--- config.mk ---
export PLATFORM = sky130hd
export DESIGN_NAME = adder_n_bit
export DESIGN_NICKNAME = d
export VERILOG_FILES = /design/src/rtl/adder_n_bit.sv
export SDC_FILE = /design/constraint.sdc
export NUM_CORES = 1
export LEC_CHECK = 0
export BUFFER_PORTS_ARGS = -buffer_cell sky130_fd_sc_hd__buf_4
export CORE_MARGIN = 2
export CORE_UTILIZATION = 45
export CTS_CLUSTER_SIZE = 16
export DETAILED_ROUTE_END_ITERATION = 10
export PLACE_DENSITY = 0.75
export SETUP_SLACK_MARGIN = 0.5
export SLEW_MARGIN = 15
export SYNTH_ARGS = -nofsm -noshare
export SYNTH_HDL_FRONTEND = slang
export SYNTH_SLANG_ARGS = --single-unit
--- constraint.sdc ---
create_clock -name clk -period 2.25 [get_ports clk]
set_input_delay 0.225 -clock clk [delete_from_list [all_inputs] [get_ports clk]]
set_output_delay 0.225 -clock clk [all_outputs]
set_load 0.01 [all_outputs]
--- src/rtl/adder_n_bit.sv ---
// Registered unsigned N-bit adder: full-width (N+1)-bit sum, carry-out in the MSB,
// one output register stage qualified by out_valid.
module adder_n_bit #(
  parameter int N = 8
) (
  input  logic         clk,
  input  logic         rst_n,
  input  logic [N-1:0] a,
  input  logic [N-1:0] b,
  input  logic         in_valid,
  output logic [N:0]   sum,
  output logic         out_valid
);

  if (N < 1 || N > 64) begin : g_bad_n
    $error("adder_n_bit: N must be in 1..64");
  end

  logic [N:0] sum_next;

  // Operands are zero-extended before the add, so the carry lands in bit N and nothing wraps.
  assign sum_next = {1'b0, a} + {1'b0, b};

  // Handshake: a pair is taken on every rising edge where in_valid=1 (no ready, no backpressure).
  // out_valid is high for exactly the cycle after such an edge.
  // sum keeps its last result otherwise, so a/b are don't-care while in_valid=0.
  always_ff @(posedge clk or negedge rst_n) begin
    if (!rst_n) begin
      sum       <= '0;
      out_valid <= 1'b0;
    end else begin
      out_valid <= in_valid;
      if (in_valid) sum <= sum_next;
    end
  end

endmodule

==> reports/metrics.sh, run 1 <==
OUTCOME='completed'
CTS_HTREE_LEVELS=1
FINAL_MAX_SLEW_VIOL_COUNT=0
DIE_HEIGHT_UM=44.5
IO_PINS=29
CRITICAL_PATH_REQUIRED_NS=2.41
PLACEABLECOREAREA_MM2=0.00152
FP-ROW-COUNT=14
WORST_SETUP_PATH_CATEGORY='in -> reg'
CRIT-REG2REG-LAUNCH='sum[5]$_DFFE_PN0P_'
POWER_DENSITY_mW_PER_MM2=610
AREA_GROWTH_PCT=35.4
POSTSYNTH.ASYNCRESETSHARE=1.00
INITIAL_CORE_UTIL=0.485
YS_SEQ_AREA_FRAC=0.338
PLACE_WORST_SETUP_SLACK_NS=0.389
DETAIL_ROUTE.ITER0.VIOLATIONS=11
MOST-COMMON-LAYOUT-CELLS='sky130_fd_sc_hd__buf_4 (28), sky130_fd_sc_hd__dfrtp_1 (10), sky130_fd_sc_hd__ha_1 (8)'
ANTENNA_FOUND_INITIAL=0
FIN_SETUP_TNS_NS=0
TRITONCTS_CLOCK_TREE='done'
AVGROUTEDWIREPERCELL_UM=13.1
WORST-PATH-BUF-INV=1
ANTENNA-DIODE-COUNT=0
SLEW_HEADROOM=0.783
GPL.FINAL_WEIGHTED_CONGESTION=0.798
CPLARGESTDELAYFAMILY='compound AO/OA/AOI/OAI gates'
WORST-PATH-MAX-FANOUT=3
SYNTH.NET_COUNT=102
R2R-END='sum[5]$_DFFE_PN0P_'
FINAL_LAYOUT_SIZE_SUFFIX_GT1_FRAC=0.365
DRT-VIAS-PER-INSTANCE=5.48
CLOCK_TREE_ROOT_BUFFER_CELL='sky130_fd_sc_hd__clkbuf_4'
FILLERINSTANCES=138
CTS.SINK_COUNT=10
GRT_START_MAX_NET_PINS=23
WORST_HOLD_PATH_TYPE='in -> reg'
DETAILED_ROUTE_DRC_ERROR_COUNT=0
SYNTH.AVG_CELL_AREA_UM2=9.99
PERIOD_MINUS_SLACK_NS=1.56
POST_SYNTH_MAIN_AREA_CONTRIBUTORS='sky130_fd_sc_hd__dfrtp_1 (34%), sky130_fd_sc_hd__ha_1 (14%), sky130_fd_sc_hd__a21oi_1 (4.1%)'
WORST_SETUP_PATH_END_KIND='flip-flop'
COUNT_OF_ENDPOINTS_FAILING_SETUP_IN_THE_FINAL_REPORT=0
IR_DROP_V=0.000372
CLOCK-SKEW-FINAL_NS=0
DIE_X_UM=44.5
FINAL-HOLD-VIOLATION-COUNT=0
SYNTH_FLOP_CELL='sky130_fd_sc_hd__dfrtp_1'
CP-START-KIND='input pin'
CRITICAL_PATH_ARRIVAL_NS=1.72
IO_BUFFER_COUNT=28
POST_SYNTH_INST_COUNT=74
POSTROUTEANTENNANETS=0
CTS_POST_SETUP_BUFFERS_INSERTED=0
STDCELL_COUNT=120
CLKTRANSATPATHREGS_NS=0.07
SETUP_SLACK_NS=0.693
RSZ0062_AT_GRT='false'
CTS_BUFFERS=3
MIN_TO='out_valid$_DFF_PN0_'
SYNTH-EDFF-COUNT=0
YS.WARNINGS.COUNT=0
ROUTED_WIRELENGTH_UM=1580
GRT_USE_TOTAL=0.180
SYNTH.CELL_AREA_UM2=739
SYNTH_TOP_CELL_AREA_SHARE=0.338
GRT_OVERFLOW_TOTAL=0
ACHIEVABLE-FREQUENCY_GHz=0.642
CLK-INSERTION-DELAY-LATE_NS=0.27
FIRST_GLOBAL_VIAS=617
LAYOUT_COMMONEST_CELL='sky130_fd_sc_hd__buf_4'
DP.FINAL_HPWL_UM=1240
INSTANCE_COUNT_ALONG_THE_MOST_CRITICAL_HOLD_PATH=1
MIN_PERIOD_OVER_PERIOD=0.692
WORST_PATH_MAX_DELAY_CELL='sky130_fd_sc_hd__fa_1'
WORST_HOLD_STARTPOINT='in_valid'
GRT_PASS1_WL_UM=2550
DIE_AREA_MM2=0.00198
CTS-ROOT-TO-SINK-BUFFERS=2
REG2REGPATHDEPTH=3
MAX_CAP_VIOLATIONS=0
YS_FF_LATCH=10
TIMING.REG2REG.SETUP_SLACK_NS=1.42
POWER.STATIC_LEAKAGE_nW=0.476
VIAS=657
DP.CELLS=115
WORST_PIN_SLEW_NS=0.324
FINAL_NETS=133
CRITPATHMAXSTAGEDELAY_NS=0.43
SYNTH_CELL_TYPES=28
CRIT_CHAIN='buf_4 > ha_1 > fa_1 > a211oi_1 > o21bai_2 > o21ai_1 > a21oi_1'
FIRST_PASS_ITERS=3
NETLIST.TOP_CELL.BY_AREA='sky130_fd_sc_hd__dfrtp_1'
[cells by family (layout without fill, tap and decap cells)]
| family | after synthesis | after routing | share of synthesized area |
|---|---|---|---|
| AO/OA/AOI/OAI | 27 | 27 | 0.254 |
| XOR/XNOR | 2 | 2 | 0.0237 |
| adder cells (fa/ha/maj) | 9 | 9 | 0.162 |
| buffers and inverters | 6 | 36 | 0.0355 |
| flip-flops | 10 | 10 | 0.338 |
| multiplexers | 5 | 5 | 0.0728 |
| AND/OR/NAND/NOR | 15 | 15 | 0.113 |
[flip-flops by register name (all words and copies together) (netlist names)]
signal,cells
sum,9
out_valid,1
[layout make-up]
type                            instances  area (um^2)  area share
Multi-Input combinational cell         58          463       0.463
Tap cell                               16         20.0      0.0200
Sequential cell                        10          250       0.250
Inverter                                3         11.3      0.0113
Timing Repair Buffer                   29          220       0.220
Clock buffer                            4         36.3      0.0363
[stage by stage]
step | hold WS (ns) | util | area (um^2) | total power, mW
after global routing | 0.197 | 0.657 | 1000 | 0.646
after detailed placement | 0.0605 | 0.626 | 955 | 0.445
final | 0.205 | 0.657 | 1000 | 0.610
after CTS | 0.197 | 0.657 | 1000 | 0.615
after floorplan | -0.0706 | - | 739 | 0.350
after global placement | 0.0594 | 0.626 | 955 | 0.441
[power by group]
group	switching [mW]	total, mW	leakage [nW]	internal [mW]
clock	0.0711	0.170	0.0210	0.0985
sequential	0.0142	0.223	0.117	0.209
combinational	0.103	0.218	0.338	0.115
[layer usage]
layer  up-vias  share of wire  global-route usage
li1        337              -                   -
met1       300           0.46               0.225
met5         -              0                   0
met2        16           0.48               0.290
met3         4          0.043              0.0490
met4         0          0.012              0.0727
[worst reg2reg max path, cell delays in order (launching register included)]
cell and delay [ns]:
sky130_fd_sc_hd__dfrtp_1 0.37, sky130_fd_sc_hd__nor2b_1 0.14, sky130_fd_sc_hd__a21oi_1 0.12, sky130_fd_sc_hd__mux2i_1 0.08
[how the worst max path moves through the flow]
| stage | end | slack, ns | cells past startpoint | start |
|---|---|---|---|---|
| after floorplan | sum[6]$_DFFE_PN0P_ | 0.64 | 6 | a[0] |
| after global placement | sum[8]$_DFFE_PN0P_ | 0.45 | 7 | a[0] |
| after detailed placement | sum[8]$_DFFE_PN0P_ | 0.39 | 7 | a[0] |
| after CTS | sum[8]$_DFFE_PN0P_ | 0.68 | 7 | a[0] |
| after global routing | sum[8]$_DFFE_PN0P_ | 0.59 | 7 | a[0] |
| final | sum[8]$_DFFE_PN0P_ | 0.69 | 7 | a[0] |
[cell usage after synthesis (all sizes together) (2+ instances only)]
| cell | instances |
|---|---|
| a211oi | 4 |
| a21o | 2 |
| a21oi | 6 |
| buf | 3 |
| dfrtp | 10 |
| ha | 8 |
| inv | 3 |
| mux2 | 3 |
| mux2i | 2 |
| nand2 | 3 |
| nand3b | 2 |
| nand4b | 2 |
| nor2 | 4 |
| nor2b | 2 |
| o211ai | 2 |
| o21ai | 9 |
| o22ai | 2 |
[repair_timing]
| action | in CTS | in global routing |
|---|---|---|
| gates resized for setup | 0 | 0 |
| endpoints found under the hold margin | 10 | 0 |
| hold buffers | 1 | 0 |
(Power assumes the default switching activity.)
==> run 2, diff against run 1 <==
--- a/config.mk
+++ b/config.mk
@@ -7,10 +7,10 @@
 export LEC_CHECK = 0
 export BUFFER_PORTS_ARGS = -buffer_cell sky130_fd_sc_hd__buf_4
 export CORE_MARGIN = 2
-export CORE_UTILIZATION = 45
+export CORE_UTILIZATION = 42
 export CTS_CLUSTER_SIZE = 16
 export DETAILED_ROUTE_END_ITERATION = 10
-export PLACE_DENSITY = 0.75
+export PLACE_DENSITY = 0.73
 export SETUP_SLACK_MARGIN = 0.5
 export SLEW_MARGIN = 15
 export SYNTH_ARGS = -nofsm -noshare
==> constraint.sdc (replaced) <==
create_clock -name clk -period 1.25 [get_ports clk]
set_input_delay 0.125 -clock clk [delete_from_list [all_inputs] [get_ports clk]]
set_output_delay 0.125 -clock clk [all_outputs]
set_load 0.01 [all_outputs]
==> run 2 against run 1 <==
Against the previous run: clock skew did not move; die area rose by 6.5%; first-iteration DRC count up 18%; clock-buffer cell count is the same; combinational power rose to 2.6 times the previous value; design area grew 26%; worst setup slack got worse by 0.63 ns; total power is 110% higher; largest cell class unchanged.
==> reports/metrics.sh, run 2 (synthesized netlist as in run 1, its figures left out) <==
FINAL-HOLD-VIOLATION-COUNT=0  # unchanged
CRIT-REG2REG-LAUNCH='sum[8]$_DFFE_PN0P_'
WORST-PATH-MAX-FANOUT=3  # unchanged
FIRST_GLOBAL_VIAS=702  # +14%
CTS.SINK_COUNT=10  # unchanged
POWER_FRAC_SEQ=0.324  # -0.041
SLEW_HEADROOM=0.804  # +0.0215
REG2REGPATHDEPTH=3  # unchanged
WORST_PIN_SLEW_NS=0.294  # -0.0303 ns
FIRST_PASS_ITERS=4  # +1
ANTENNA_FOUND_INITIAL=0  # unchanged
MAX_CAP_VIOLATIONS=0  # unchanged
DESIGN_AREA_MM2=0.00126  # +26%
TRITONCTS_CLOCK_TREE='done'
POWER_SWITCHING_mW=0.394  # +110%
LAYOUT_COMMONEST_CELL='sky130_fd_sc_hd__buf_4'
P_INT_mW=0.891  # +110%
DP.FINAL_HPWL_UM=1390  # +13%
VIAS=718  # +9.3%
CLKPWRFRAC=0.232  # -0.046
GRT_USE_TOTAL=0.200  # +0.0202
POWER_DENSITY_mW_PER_MM2=1020  # +67%
AVGROUTEDWIREPERCELL_UM=14.6  # +11%
CRIT_CHAIN='buf_6 > ha_4 > fa_2 > a211oi_2 > o21bai_2 > o21ai_1 > a21oi_1'
CLKTRANSATPATHREGS_NS=0.07  # about the same
CRITPATHMAXSTAGEDELAY_NS=0.38  # -0.05 ns
SWSHARE=0.306  # -0.00146
WORST_HOLD_PATH_TYPE='in -> reg'
WORST_SETUP_PATH_END_KIND='flip-flop'
DETAILED_ROUTE_DRC_ERROR_COUNT=0  # unchanged
IR_DROP_V=0.000851  # +130%
GRT_START_MAX_NET_PINS=23  # unchanged
INITIAL_CORE_UTIL=0.438  # -0.0474
DETAIL_ROUTE.ITER0.VIOLATIONS=13  # +2
AREA_GROWTH_PCT=70.4
DIE_AREA_MM2=0.00211  # +6.5%
POST-LAYOUT-TOTAL-POWER_mW=1.28  # +110%
FINAL_LAYOUT_SIZE_SUFFIX_GT1_FRAC=0.547  # +0.182
POWER.STATIC_LEAKAGE_nW=0.576  # +21%
IO_PINS=29  # unchanged
R2R-END='sum[8]$_DFFE_PN0P_'
DIE_HEIGHT_UM=46.0  # +3.2%
PLACED_CELL_AREA_MM2=0.00109  # +14%
INSTANCE_COUNT_ALONG_THE_MOST_CRITICAL_HOLD_PATH=1  # unchanged
CLOCK-SKEW-FINAL_NS=0  # unchanged
CPLARGESTDELAYFAMILY='compound AO/OA/AOI/OAI gates'
PERIOD_MINUS_SLACK_NS=1.19
CP-START-KIND='input pin'
POSTROUTEANTENNANETS=0  # unchanged
DIE_X_UM=46.0  # +3.2%
ACHIEVABLE-FREQUENCY_GHz=0.844
ROUTED_WIRELENGTH_UM=1960  # +24%
DRT-VIAS-PER-INSTANCE=5.36  # -2.1%
CTS-ROOT-TO-SINK-BUFFERS=2  # unchanged
MIN_TO='out_valid$_DFF_PN0_'
RSZ0062_AT_GRT='true'
WORST_SETUP_PATH_CATEGORY='in -> reg'
CRITICAL_PATH_ARRIVAL_NS=1.34  # -0.38 ns
HOLD_SLACK_NS=0.114  # -0.0910 ns
GRT_PASS1_WL_UM=2970  # +16%
CRITICAL_PATH_REQUIRED_NS=1.40  # -1.01 ns
WORST_HOLD_STARTPOINT='in_valid'
LARGESTREGISTERS='sum: 9 flops, out_valid: 1 flops'
COUNT_OF_ENDPOINTS_FAILING_SETUP_IN_THE_FINAL_REPORT=0  # unchanged
FINAL_MAX_SLEW_VIOL_COUNT=0  # unchanged
ANTENNA-DIODE-COUNT=0  # unchanged
FP-ROW-COUNT=15  # +1
WORST-PATH-BUF-INV=1  # unchanged
COMB_POWER_SHARE=0.444  # +0.087
IO_BUFFER_COUNT=28  # unchanged
CLOCK_TREE_ROOT_BUFFER_CELL='sky130_fd_sc_hd__clkbuf_4'
WORST_PATH_MAX_DELAY_CELL='sky130_fd_sc_hd__fa_2'
BIGGEST_REGISTER='sum'
CTS_BUFFERS=3  # unchanged
CLK-INSERTION-DELAY-LATE_NS=0.27  # about the same
OUTCOME='completed'
FINAL_NETS=146  # +9.8%
GPL.FINAL_WEIGHTED_CONGESTION=0.748  # -6.4%
TIMING.REG2REG.SETUP_SLACK_NS=0.28  # -1.14 ns
CTS_HTREE_LEVELS=1  # unchanged
LARGEST_REGISTER_FFS=9  # unchanged
FILLERINSTANCES=127  # -8.0%
GRT_OVERFLOW_TOTAL=0  # unchanged
MIN_PERIOD_OVER_PERIOD=0.948
PLACEABLECOREAREA_MM2=0.00169  # +11%
MOST-COMMON-LAYOUT-CELLS='sky130_fd_sc_hd__buf_4 (27), sky130_fd_sc_hd__buf_6 (14), sky130_fd_sc_hd__dfrtp_1 (10)'
## run 2: layout make-up
class / count / area [um^2] / share of cell area
clock buffer: 4 / 36.3 / 0.0288
inverter: 3 / 11.3 / 0.00894
multi-input combinational: 58 / 571 / 0.453
sequential: 10 / 250 / 0.199
tap: 17 / 21.3 / 0.0169
timing repair buffer: 42 / 370 / 0.294
## run 2: through the flow
step	worst slack [ns]	utilization	instances	setup TNS, ns
2_1_floorplan	-0.0244	-	74	-0.0548
4_1_cts	0.0601	0.739	133	0
5_1_grt	0.0229	0.746	134	0
6_report	0.0645	0.746	134	0
3_3_place_gp	-0.189	0.644	123	-0.789
3_5_place_dp	-0.228	0.644	123	-1.00
## run 2: power groups by stage
| stage | Clock (mW) | Combinational (mW) | Sequential, mW |
|---|---|---|---|
| final | 0.298 | 0.570 | 0.417 |
| after global routing | 0.329 | 0.617 | 0.421 |
| after CTS | 0.306 | 0.561 | 0.416 |
| after detailed placement | 0 | 0.471 | 0.413 |
| after global placement | 0 | 0.460 | 0.409 |
| after floorplan | 0 | 0.243 | 0.433 |
## run 2: how the worst max path moves through the flow
stage,from,endpoint,depth (start not counted)
4_1_cts,a[0],sum[8]$_DFFE_PN0P_,7
3_3_place_gp,a[0],sum[8]$_DFFE_PN0P_,7
6_report,a[0],sum[8]$_DFFE_PN0P_,7
3_5_place_dp,a[0],sum[8]$_DFFE_PN0P_,7
5_1_grt,a[0],sum[8]$_DFFE_PN0P_,7
2_1_floorplan,a[0],sum[8]$_DFFE_PN0P_,6
## run 2: repair_timing
item	CTS	global route
hold buffers	1	0
pin swaps	4	1
buffers inserted	5	1
setup endpoints to repair	19	19
endpoints found under the hold margin	10	0
resized for setup	16	1
## run 2: routing by layer
| layer | global-route usage | routed length, um |
|---|---|---|
| met1 | 0.259 | 865 |
| met2 | 0.339 | 998 |
| met3 | 0.0714 | 94 |
| met4 | 0 | 0 |
| met5 | 0 | 0 |
==> run 3, diff against run 2 <==
==> constraint.sdc (replaced) <==
create_clock -name clk -period 1.25 [get_ports clk]
set_input_delay 0.375 -clock clk [delete_from_list [all_inputs] [get_ports clk]]
set_output_delay 0.375 -clock clk [all_outputs]
set_load 0.01 [all_outputs]
==> run 3 against run 2 <==
Against the previous run: the flow now finishes with violations (negative setup slack); first-iteration DRC count is the same; register-to-register slack lost 0.04 ns; clock power shrank 2%; combinational power grew 17%; clock-buffer cell count is the same; via count grew 6.5%; utilization grew 7.2 points; cell count grew 6.7%; critical path type unchanged.
==> reports/metrics.sh, run 3 (synthesized netlist as in run 1, its figures left out) <==
SETUP_SLACK_NS=-0.188  # -0.252 ns
HOLD_SLACK_NS=0.369  # +0.256 ns
CRIT_CHAIN='buf_6 > ha_4 > fa_2 > a211oi_4 > o21bai_2 > o21ai_1 > a21oi_1'
FINAL-HOLD-VIOLATION-COUNT=0  # unchanged
INITIAL_CORE_UTIL=0.438  # unchanged
CLKTRANSATPATHREGS_NS=0.07  # about the same
CRITICAL_PATH_REQUIRED_NS=1.39  # about the same
FP-ROW-COUNT=15  # unchanged
GRT_OVERFLOW_TOTAL=0  # unchanged
WORST-PATH-MAX-FANOUT=3  # unchanged
CLK-INSERTION-DELAY-LATE_NS=0.26  # about the same
POWER_SWITCHING_mW=0.414  # +5.2%
DP.FINAL_HPWL_UM=1390  # -0.62%
CTS-ROOT-TO-SINK-BUFFERS=2  # unchanged
MIN_PERIOD_OVER_PERIOD=1.15  # +0.202
CRITPATHMAXSTAGEDELAY_NS=0.40  # +0.02 ns
TIMING.REG2REG.SETUP_SLACK_NS=0.24  # -0.04 ns
CLKPWRFRAC=0.213  # -0.019
DETAIL_ROUTE.ITER0.VIOLATIONS=13  # unchanged
CP-START-KIND='input pin'
CPLARGESTDELAYFAMILY='adder cells'
FILLERINSTANCES=87  # -31%
LAYOUT_COMMONEST_CELL='sky130_fd_sc_hd__buf_4'
FIRST_PASS_ITERS=4  # unchanged
GRT_USE_TOTAL=0.186  # -0.0138
AVGROUTEDWIREPERCELL_UM=14.2  # -2.5%
FINAL_LAYOUT_SIZE_SUFFIX_GT1_FRAC=0.595  # +0.0482
FINAL_NETS=155  # +6.2%
COUNT_OF_ENDPOINTS_FAILING_SETUP_IN_THE_FINAL_REPORT=5  # +5
ACHIEVABLE-FREQUENCY_GHz=0.695  # -18%
AREA_GROWTH_PCT=86.8
CRITICAL_PATH_ARRIVAL_NS=1.58  # +0.24 ns
ANTENNA-DIODE-COUNT=0  # unchanged
COMB_POWER_SHARE=0.484  # +0.040
ROUTED_WIRELENGTH_UM=2040  # +4.1%
WORST_SETUP_PATH_END_KIND='flip-flop'
MOST-COMMON-LAYOUT-CELLS='sky130_fd_sc_hd__buf_4 (34), sky130_fd_sc_hd__buf_6 (16), sky130_fd_sc_hd__dfrtp_1 (10)'
MAX_CAP_VIOLATIONS=0  # unchanged
DIE_AREA_MM2=0.00211  # unchanged
POWER_DENSITY_mW_PER_MM2=993  # -2.6%
LARGESTREGISTERS='sum: 9 flops, out_valid: 1 flops'
IO_BUFFER_COUNT=28  # unchanged
PERIOD_MINUS_SLACK_NS=1.44  # +0.252 ns
DIE_HEIGHT_UM=46.0  # unchanged
SWSHARE=0.302  # -0.00459
DIE_X_UM=46.0  # unchanged
AREA_OF_THE_MULTI_INPUT_GATES_UM2=617  # +8.1%
GPL.FINAL_WEIGHTED_CONGESTION=0.764  # +2.2%
FIN_SETUP_TNS_NS=-0.692  # -0.692 ns
ANTENNA_FOUND_INITIAL=0  # unchanged
OUTCOME='complete, but fails checks'
BIGGEST_REGISTER='sum'
CLOCK-SKEW-FINAL_NS=0  # unchanged
POWER_FRAC_SEQ=0.302  # -0.022
IR_DROP_V=0.000543  # -36%
WORST_HOLD_PATH_TYPE='in -> reg'
WORST_PATH_MAX_DELAY_CELL='sky130_fd_sc_hd__fa_2'
FINAL_MAX_SLEW_VIOL_COUNT=0  # unchanged
TRITONCTS_CLOCK_TREE='done'
WORST_PIN_SLEW_NS=0.299  # +0.00493 ns
CLOCK_TREE_ROOT_BUFFER_CELL='sky130_fd_sc_hd__clkbuf_4'
GRT_PASS1_WL_UM=2840  # -4.6%
VIAS=765  # +6.5%
FINAL-SEQ-AREA_UM2=250  # unchanged
DETAILED_ROUTE_DRC_ERROR_COUNT=0  # unchanged
CTS.SINK_COUNT=10  # unchanged
IO_PINS=29  # unchanged
CTS_BUFFERS=3  # unchanged
POWER.STATIC_LEAKAGE_nW=0.620  # +7.6%
DRT-VIAS-PER-INSTANCE=5.35  # -0.16%
POSTROUTEANTENNANETS=0  # unchanged
WORST-PATH-BUF-INV=1  # unchanged
STDCELL_COUNT=143  # +6.7%
GRT_START_MAX_NET_PINS=23  # unchanged
RSZ0062_AT_GRT='true'
PLACEABLECOREAREA_MM2=0.00169  # unchanged
FAILED_CHECKS='negative setup slack'
FIRST_GLOBAL_VIAS=645  # -8.1%
SLEW_HEADROOM=0.799  # -0.00539
DP.CELLS=129  # +4.9%
LARGEST_REGISTER_FFS=9  # unchanged
CTS_HTREE_LEVELS=1  # unchanged
WORST_SETUP_PATH_CATEGORY='in -> reg'
P_INT_mW=0.958  # +7.5%
-- run 3: routing by layer --
layer,wire length (um),up-vias,GRT usage
met5,0,-,0
met4,11,0,0.0343
met3,80,2,0.0357
met2,1040,24,0.294
met1,908,362,0.263
li1,-,377,-
-- run 3: final cells by class --
cell class                 instances  area share
sequential                        10       0.181
multi-input combinational         58       0.447
inverter                           3     0.00815
clock buffer                       4      0.0263
tap                               17      0.0154
timing repair buffer              51       0.322
-- run 3: power groups by stage --
| stage | Clock [mW] | Combinational, mW | Sequential [mW] |
|---|---|---|---|
| 2_1_floorplan | 0 | 0.244 | 0.433 |
| 3_3_place_gp | 0 | 0.485 | 0.408 |
| 3_5_place_dp | 0 | 0.493 | 0.410 |
| 4_1_cts | 0.295 | 0.574 | 0.412 |
| 5_1_grt | 0.319 | 0.721 | 0.421 |
| 6_report | 0.293 | 0.665 | 0.415 |
-- run 3: through the flow --
| stage | setup WS (ns) | utilization | total power, mW | area, um^2 |
|---|---|---|---|---|
| after floorplan | -0.274 | - | 0.677 | 828 |
| after global placement | -0.446 | 0.671 | 0.893 | 1130 |
| after detailed placement | -0.466 | 0.671 | 0.903 | 1130 |
| after CTS | -0.168 | 0.755 | 1.28 | 1270 |
| after global routing | -0.268 | 0.818 | 1.46 | 1380 |
| final | -0.188 | 0.818 | 1.37 | 1380 |
-- run 3: worst paths after layout --
| path | depth (start not counted) | startpoint | end |
|---|---|---|---|
| min in group asynchronous | 2 | rst_n | sum[5]$_DFFE_PN0P_ |
| worst max-delay path | 7 | a[0] | sum[8]$_DFFE_PN0P_ |
| worst min-delay path | 1 | in_valid | out_valid$_DFF_PN0_ |
| max in group asynchronous | 2 | rst_n | sum[0]$_DFFE_PN0P_ |
| worst max register to register | 4 | sum[5]$_DFFE_PN0P_ | sum[5]$_DFFE_PN0P_ |
| worst min register to register | 2 | sum[7]$_DFFE_PN0P_ | sum[7]$_DFFE_PN0P_ |
-- run 3: repair_timing --
action / in CTS / in global routing
buffers inserted: 4 / 5
endpoints found under the setup margin: 19 / 19
hold endpoints to repair: 10 / 0
hold buffers: 1 / 0
gates resized for setup: 14 / 12
pin swaps: 3 / 8
